**src/rtl/button_input_pkg.sv**
```systemverilog
// Shared definitions for the debounced push-button input block:
// per-channel FSM state encoding and the default debounce interval.
package button_input_pkg;

    typedef enum logic [1:0] {
        REL    = 2'd0,
        WAIT_P = 2'd1,
        PRS    = 2'd2,
        WAIT_R = 2'd3
    } db_state_e;

    // 10 ms at 27 MHz
    localparam int DEFAULT_DEBOUNCE_CYCLES = 270000;

endpackage

```
**src/rtl/debounce_channel.sv**
```systemverilog
// One button channel: 2-flop synchronizer, polarity normalisation and a
// debounce FSM producing a clean level plus one-cycle press/release pulses.
module debounce_channel
    import button_input_pkg::*;
#(
    parameter int DEBOUNCE_CYCLES = DEFAULT_DEBOUNCE_CYCLES,
    parameter bit ACTIVE_LOW      = 1'b1
) (
    input  logic clk,
    input  logic rst,
    input  logic raw_i,
    output logic level_o,
    output logic press_o,
    output logic release_o
);

    localparam int            CW           = $clog2(DEBOUNCE_CYCLES);
    localparam logic          RAW_RELEASED = ACTIVE_LOW ? 1'b1 : 1'b0;
    localparam logic [CW-1:0] TERMINAL     = CW'(DEBOUNCE_CYCLES - 1);

    logic      sync1_q;
    logic      sync2_q;
    logic      pressed;
    db_state_e state_q;
    logic [CW-1:0] cnt_q;
    logic      level_q;
    logic      press_q;
    logic      release_q;

    // Synchronizer resets to the released pad value so reset never looks like a press.
    always_ff @(posedge clk or negedge rst) begin
        if (!rst) begin
            sync1_q <= RAW_RELEASED;
            sync2_q <= RAW_RELEASED;
        end else begin
            sync1_q <= raw_i;
            sync2_q <= sync1_q;
        end
    end

    assign pressed = ACTIVE_LOW ? ~sync2_q : sync2_q;

    always_ff @(posedge clk or negedge rst) begin
        if (!rst) begin
            state_q   <= REL;
            cnt_q     <= '0;
            level_q   <= 1'b0;
            press_q   <= 1'b0;
            release_q <= 1'b0;
        end else begin
            press_q   <= 1'b0;
            release_q <= 1'b0;
            case (state_q)
                REL: begin
                    if (pressed) begin
                        state_q <= WAIT_P;
                        cnt_q   <= '0;
                    end
                end
                WAIT_P: begin
                    if (!pressed) begin
                        state_q <= REL;
                        cnt_q   <= '0;
                    end else if (cnt_q == TERMINAL) begin
                        state_q <= PRS;
                        cnt_q   <= '0;
                        level_q <= 1'b1;
                        press_q <= 1'b1;
                    end else begin
                        cnt_q <= cnt_q + 1'b1;
                    end
                end
                PRS: begin
                    if (!pressed) begin
                        state_q <= WAIT_R;
                        cnt_q   <= '0;
                    end
                end
                WAIT_R: begin
                    if (pressed) begin
                        state_q <= PRS;
                        cnt_q   <= '0;
                    end else if (cnt_q == TERMINAL) begin
                        state_q   <= REL;
                        cnt_q     <= '0;
                        level_q   <= 1'b0;
                        release_q <= 1'b1;
                    end else begin
                        cnt_q <= cnt_q + 1'b1;
                    end
                end
                default: begin
                    state_q <= REL;
                    cnt_q   <= '0;
                end
            endcase
        end
    end

    assign level_o   = level_q;
    assign press_o   = press_q;
    assign release_o = release_q;

endmodule

```
**src/rtl/button_input.sv**
```systemverilog
// Debounced button bank: one debounce_channel per button plus sticky press
// flags that software reads through event_status and clears by mask.
module button_input
    import button_input_pkg::*;
#(
    parameter int NUM_BUTTONS     = 2,
    parameter int DEBOUNCE_CYCLES = DEFAULT_DEBOUNCE_CYCLES,
    parameter bit ACTIVE_LOW      = 1'b1
) (
    input  logic                   clk,
    input  logic                   rst,
    input  logic [NUM_BUTTONS-1:0] btn_raw,
    output logic [NUM_BUTTONS-1:0] btn_level,
    output logic [NUM_BUTTONS-1:0] btn_press,
    output logic [NUM_BUTTONS-1:0] btn_release,
    output logic [31:0]            event_status,
    input  logic                   event_clear,
    input  logic [NUM_BUTTONS-1:0] event_clear_mask
);

    logic [NUM_BUTTONS-1:0] flags_q;
    logic [NUM_BUTTONS-1:0] flags_d;

    for (genvar i = 0; i < NUM_BUTTONS; i++) begin : g_chan
        debounce_channel #(
            .DEBOUNCE_CYCLES (DEBOUNCE_CYCLES),
            .ACTIVE_LOW      (ACTIVE_LOW)
        ) u_chan (
            .clk       (clk),
            .rst       (rst),
            .raw_i     (btn_raw[i]),
            .level_o   (btn_level[i]),
            .press_o   (btn_press[i]),
            .release_o (btn_release[i])
        );
    end

    // A press arriving on the same edge as a clear keeps its flag set.
    assign flags_d = (flags_q & ~({NUM_BUTTONS{event_clear}} & event_clear_mask)) | btn_press;

    always_ff @(posedge clk or negedge rst) begin
        if (!rst) begin
            flags_q <= '0;
        end else begin
            flags_q <= flags_d;
        end
    end

    assign event_status = {{(32 - NUM_BUTTONS){1'b0}}, flags_q};

endmodule

```
**config.mk**
```make
export PLATFORM = sky130hd
export DESIGN_NAME = button_input
export DESIGN_NICKNAME = d
export VERILOG_FILES = /design/src/rtl/button_input_pkg.sv /design/src/rtl/debounce_channel.sv /design/src/rtl/button_input.sv
export SDC_FILE = /design/constraint.sdc
export NUM_CORES = 1
export LEC_CHECK = 0
export CAP_MARGIN = 15
export CORE_MARGIN = 1.5
export CORE_UTILIZATION = 45
export DETAILED_ROUTE_END_ITERATION = 6
export HOLD_SLACK_MARGIN = 0.02
export PLACE_DENSITY = 0.69
export SLEW_MARGIN = 10
export SYNTH_ARGS = -nofsm -noshare
export SYNTH_HDL_FRONTEND = slang
export SYNTH_SLANG_ARGS = --single-unit
```
**constraint.sdc**
```tcl
create_clock -name clk -period 2.8 [get_ports clk]
set_input_delay 0.28 -clock clk [delete_from_list [all_inputs] [get_ports clk]]
set_output_delay 0.28 -clock clk [all_outputs]
set_load 0.1 [all_outputs]
```
After elaboration in Yosys (flattened, before gate mapping)
Index checks and enable logic that the tools add are counted.
- bitwise gates (word level): 4
- reductions and logical operators: 10
- muxes and demuxes: 46
- $add $sub $neg: 2
- eq/ne operators: 24
- operators with widths (cell ; count):
    $mux W19 ; 10
    $pmux W19 S4 ; 2
    $add A19 B1 Y19 const B ; 2
    $eq A19 B19 Y1 const B ; 2
    $mux W2 ; 12
    $mux W1 ; 18
    $ne A2 B1 Y1 const B ; 8
    $pmux W2 S4 ; 2
    $reduce_and A5 Y1 ; 2
    $eq A2 B2 Y1 const B ; 4
    $ne A2 B2 Y1 const B ; 4
    $reduce_and A4 Y1 ; 2
    $ne A3 B1 Y1 const B ; 2
    $ne A3 B3 Y1 const B ; 2
    $and A2 B2 Y2 ; 2
    $eq A2 B1 Y1 const B ; 2
    $logic_not A2 Y1 ; 2
    $pmux W1 S2 ; 2
    $reduce_and A2 Y1 ; 2
    $reduce_bool A2 Y1 ; 2
    $not A2 Y2 ; 1
    $or A2 B2 Y2 ; 1
- output and inout bits: 38
- register bits after elaboration: 54
- logic and storage cells: 101

Longest topological paths before layout
- depth after elaboration: 4
- gate-level depth with buffers: 8
- gate-level depth less buffers: 6

By module
From an unflattened synthesis, not the netlist that was laid out.
- cell total of the unflattened synthesis: 334
- area, all modules: 3094.2 sq um
- by module, submodules not included (module ; times used ; area each (sq um) ; cells each):
    debounce_channel (g_chan[0].u_chan) ; 1 ; 1446.4 ; 155
    debounce_channel (g_chan[1].u_chan) ; 1 ; 1346.3 ; 142
    button_input ; 1 ; 301.5 ; 37

Least setup slack after synthesis
No wires, ideal clock.
- path kind: reg-to-reg
- start: register g_chan[0].u_chan.cnt_q[0]
- end: register g_chan[0].u_chan.cnt_q[16]
- library setup time: 0.064 ns
- arrival time: 1.716 ns
- cell stages (with the launch flop): 9
- period minus slack after synthesis: 1.780 ns
- path slack: 1.020 ns
- buffers on the path: 2
- data required time: 2.736 ns
- cells stage by stage: dfrtp_1 > ha_1 > and4_4 > and4_1 > a21o_1 > buf_4 > buf_6 > nor4b_2 > a21o_1
- cells in the longest elaborated chain, start to end: 4
- elaborated cells on any way between the ends: 6
- classes of those cells: 1 x add/sub; 1 x eq/ne; 4 x mux
- RTL lines (what ; line ; text):
    from (decl) ; debounce_channel.sv:25 ; logic [CW-1:0] cnt_q;
    from (signal assigned) ; debounce_channel.sv:70 ; cnt_q <= cnt_q + 1'b1;
    from (signal assigned) ; debounce_channel.sv:89 ; cnt_q <= cnt_q + 1'b1;
    $add A19 B1 Y19 or $eq A19 B19 Y1 (tied branches) ; -- ;
    $mux W19 * ; debounce_channel.sv:64, debounce_channel.sv:83 ;
    $mux W19, on equally long branches ; debounce_channel.sv:80, debounce_channel.sv:61 ;
    $pmux W19 S4 * ; debounce_channel.sv:53 ; case (state_q)
Every way passes the cells marked *; elsewhere a longest branch is shown, timed or not.
A chain may end at the register's enable or synchronous reset.

Worst setup path after layout
- start: register g_chan[0].u_chan.cnt_q[0]
- end: register g_chan[0].u_chan.cnt_q[5]
Same word-level chain as after synthesis.

==> metrics.csv <==
stage,metric,value,unit
outcome,status,completed,
clock_tree,cts_tree,yes,
clock_tree,cts_hold_buf,1,
critical_path,reg2reg_to,g_chan[0].u_chan.cnt_q[5]$_DFFE_PN0P_,
final_layout,n_antenna_cell,0,
power_and_ir_drop,power_per_cell_area,530.8,nW/µm²
timing,grt_setup_unrepaired,no,
routing,vias,2333,
worst_hold_path,whs_endpoint,g_chan[1].u_chan.sync1_q$_DFF_PN1_,
critical_path,crit_fanout,20,
timing,finalSetupViolations,0,
critical_path,worst-path-buf-inv,1,
synth,ys_ff_latch,54,
worst_hold_path,holdCritStartpoint,btn_raw[1],
synth,syn_avg_cell_area,9.174,µm²
synth,synthCells,337,
final_layout,area_growth_syn_to_layout,4.128,%
routing,drc,0,
global_route,grt_pass1_vias,2103,
critical_path,crit_type,reg2reg,
routing,ant_nets,0,
synth,synth_top_area_share,40.47,%
timing,hold_violations,0,
power_and_ir_drop,peakVddDrop,0.2992,mV
synth,synth_async_sr_flop_share,100.0,%
critical_path,critPathTopFamily,compound AO/OA/AOI/OAI gates,
timing,timing.setup.tns,0,ns
synth,synth.area.top_cells,"dfrtp_1 (40%), buf_4 (9.7%), nand2_1 (4.4%)",
clock_tree,cts.clk_slew.worst_paths,0.09,ns
die,start_util,46.01,%
routing,postRouteWirelength,5.909,mm
critical_path,critPathRequiredTime,3.01,ns
critical_path,rrSetupSlack,0.77,ns
die,chipWidth,85.89,µm
global_route,antenna_found_initial,0,
critical_path,cp_cell_sequence,ha_1 > and4_4 > and4_1 > a21o_1 > buf_4 > o21ai_0 > a21o_1,
synth,synth_edf_count,0,
die,io_pins,45,
place,place_ws,0.7873,ns
global_route,grt_overflow_total,0,
worst_hold_path,min_path_cells,1,
global_route,grt_max_degree,27,
die,fp.dieH,85.89,µm
place,dp_hpwl,4.160,mm
clock_tree,htree_levels,2,
final_layout,finalInstanceArea,3219,µm²
timing,setup_slack,0.7731,ns
clock_tree,clock_path_buffers,2,
clock_tree,clk_latency,0.31,ns
timing,fin_skew,0.004321,ns
critical_path,crit_arrival,2.24,ns
routing,via_per_inst,5.477,
clock_tree,post_cts_resized,0,
critical_path,rr_startpoint,g_chan[0].u_chan.cnt_q[0]$_DFFE_PN0P_,
power_and_ir_drop,p_leak,1.525,nW
global_route,grt_pass1_wl,9.708,mm
critical_path,critPathLaunchType,flip-flop,
final_layout,nets,354,
critical_path,crit_slowest_cell,dfrtp_1,
worst_hold_path,hold_class,in2reg,
timing,fmax,493.4,MHz
clock_tree,cts_root_buf,clkbuf_8,
synth,netlist_area,3092,µm²
die,rows,30,
die,die_area,7377,µm²
die,core,6719,µm²
flow_run,drv_cap,0,
final_layout,layout-drive-gt1-share,10.12,%
routing,first_pass_iters,4,
place,dpl_cell_area,3104,µm²
critical_path,end_kind,flip-flop,
timing,maxSlewViolCount,0,
clock_tree,cts_num_sinks,54,
routing,drt_iter0_drc,92,
synth,synth.most_common_cell,dfrtp_1,
synth,yosys.area.top_type,dfrtp_1,
timing,min_period,2.027,ns
place,gp_congestion,0.8288,
synth,synth_cell_types,45,
critical_path,reg2reg_depth,7,
clock_tree,cts_buffers,5,
synth,ys.flop_type,dfrtp_1,
timing,slew_headroom,51.86,%
timing,worst_pin_slew,0.7214,ns
synth,yosysWarningCount,0,
global_route,track_usage,16.43,%
place,io_buffers,14,
critical_path,crit_path_frequent_cell,a21o_1,
clock_tree,cts_setup_buffers,0,
critical_path,critPathMaxStageDelay,0.40,ns
routing,routedWlPerCell,13.87,µm
synth,yosysSeqAreaShare,43.87,%
timing,fin_crit_sh,72.39,%
synth,synth_common_cells,"dfrtp_1 (50), buf_4 (40), nand2_1 (36), nand3_1 (20), o21ai_0 (19)",
[worst max-delay path by stage]
stage                     slack, ns                                  start  cells after the start                                      to
final                          0.77  g_chan[0].u_chan.cnt_q[0]$_DFFE_PN0P_                      7   g_chan[0].u_chan.cnt_q[5]$_DFFE_PN0P_
after global routing           0.61  g_chan[0].u_chan.cnt_q[0]$_DFFE_PN0P_                      7   g_chan[0].u_chan.cnt_q[5]$_DFFE_PN0P_
after CTS                      0.77  g_chan[0].u_chan.cnt_q[0]$_DFFE_PN0P_                      7   g_chan[0].u_chan.cnt_q[5]$_DFFE_PN0P_
after detailed placement       0.79  g_chan[0].u_chan.cnt_q[0]$_DFFE_PN0P_                      7   g_chan[0].u_chan.cnt_q[5]$_DFFE_PN0P_
after global placement         0.86  g_chan[0].u_chan.cnt_q[0]$_DFFE_PN0P_                      7  g_chan[0].u_chan.cnt_q[10]$_DFFE_PN0P_
after floorplan                1.02  g_chan[0].u_chan.cnt_q[0]$_DFFE_PN0P_                      8  g_chan[0].u_chan.cnt_q[16]$_DFFE_PN0P_
[metrics by stage]
step	power (mW)	utilization [%]	hold WS [ns]	instances
floorplan	1.214	-	-0.01559	366
global placement	1.227	46.20	0.1912	417
detailed placement	1.236	46.20	0.1907	417
CTS	1.731	47.91	0.3547	426
global route	1.790	47.91	0.3694	426
finish	1.709	47.91	0.3617	426
[kinds of logic (layout without fill, tap and decap cells)]
family | count (synthesis) | in the layout | synth area share, %
AND/OR/NAND/NOR | 137 | 137 | 24.85
flip-flops | 54 | 54 | 43.87
buffers and inverters | 60 | 40 | 12.51
AO/OA/AOI/OAI | 77 | 77 | 15.50
adder cells (fa/ha/maj) | 2 | 2 | 0.8093
XOR/XNOR | 2 | 2 | 1.052
multiplexers | 4 | 4 | 1.295
other | 1 | 30 | 0.1213
[cell type report]
cell class                      count  area (µm²)
Tap cell                           80       100.1
Multi-Input combinational cell    252        1458
Timing Repair Buffer               18       147.6
Clock buffer                        7       96.34
Sequential cell                    54        1356
Fill cell                         625        3500
Inverter                           14       52.55
Clock inverter                      1       8.758
[per-layer routing]
layer  GRT usage, %  vias up  routed length (µm)  share of wire, %
met3          4.042        7                 168               2.8
met1          21.97     1132                2801                47
met5              0        -                   0                 0
li1               -     1160                   -                 -
met4          3.812        0                  52              0.88
met2          27.06       34                2886                49
[flip-flops by register name, summed over array words and instances (netlist names), named ones only]
signal,flops
g_chan.u_chan.state_q,2
g_chan.u_chan.sync1_q,2
g_chan.u_chan.cnt_q,38
g_chan.u_chan.press_o,2
flags_q,2
g_chan.u_chan.level_o,2
g_chan.u_chan.release_o,2
g_chan.u_chan.sync2_q,2
[power by group]
group	total, mW	internal, mW	switching, mW
clock network	0.487	0.227	0.260
registers	0.837	0.808	0.0292
logic	0.384	0.0703	0.314
total	1.71	1.11	0.603
[cell usage in the layout, fill, tap and decap left out, types with 11 or more instances in the layout]
master / n
buf_4: 11
nand3_1: 20
conb_1: 30
nor2_1: 15
nand2_1: 36
inv_1: 14
a21o_1: 17
o21ai_0: 19
a21oi_1: 17
dfrtp_1: 50
No activity file was read; power rests on OpenSTA's default activity.
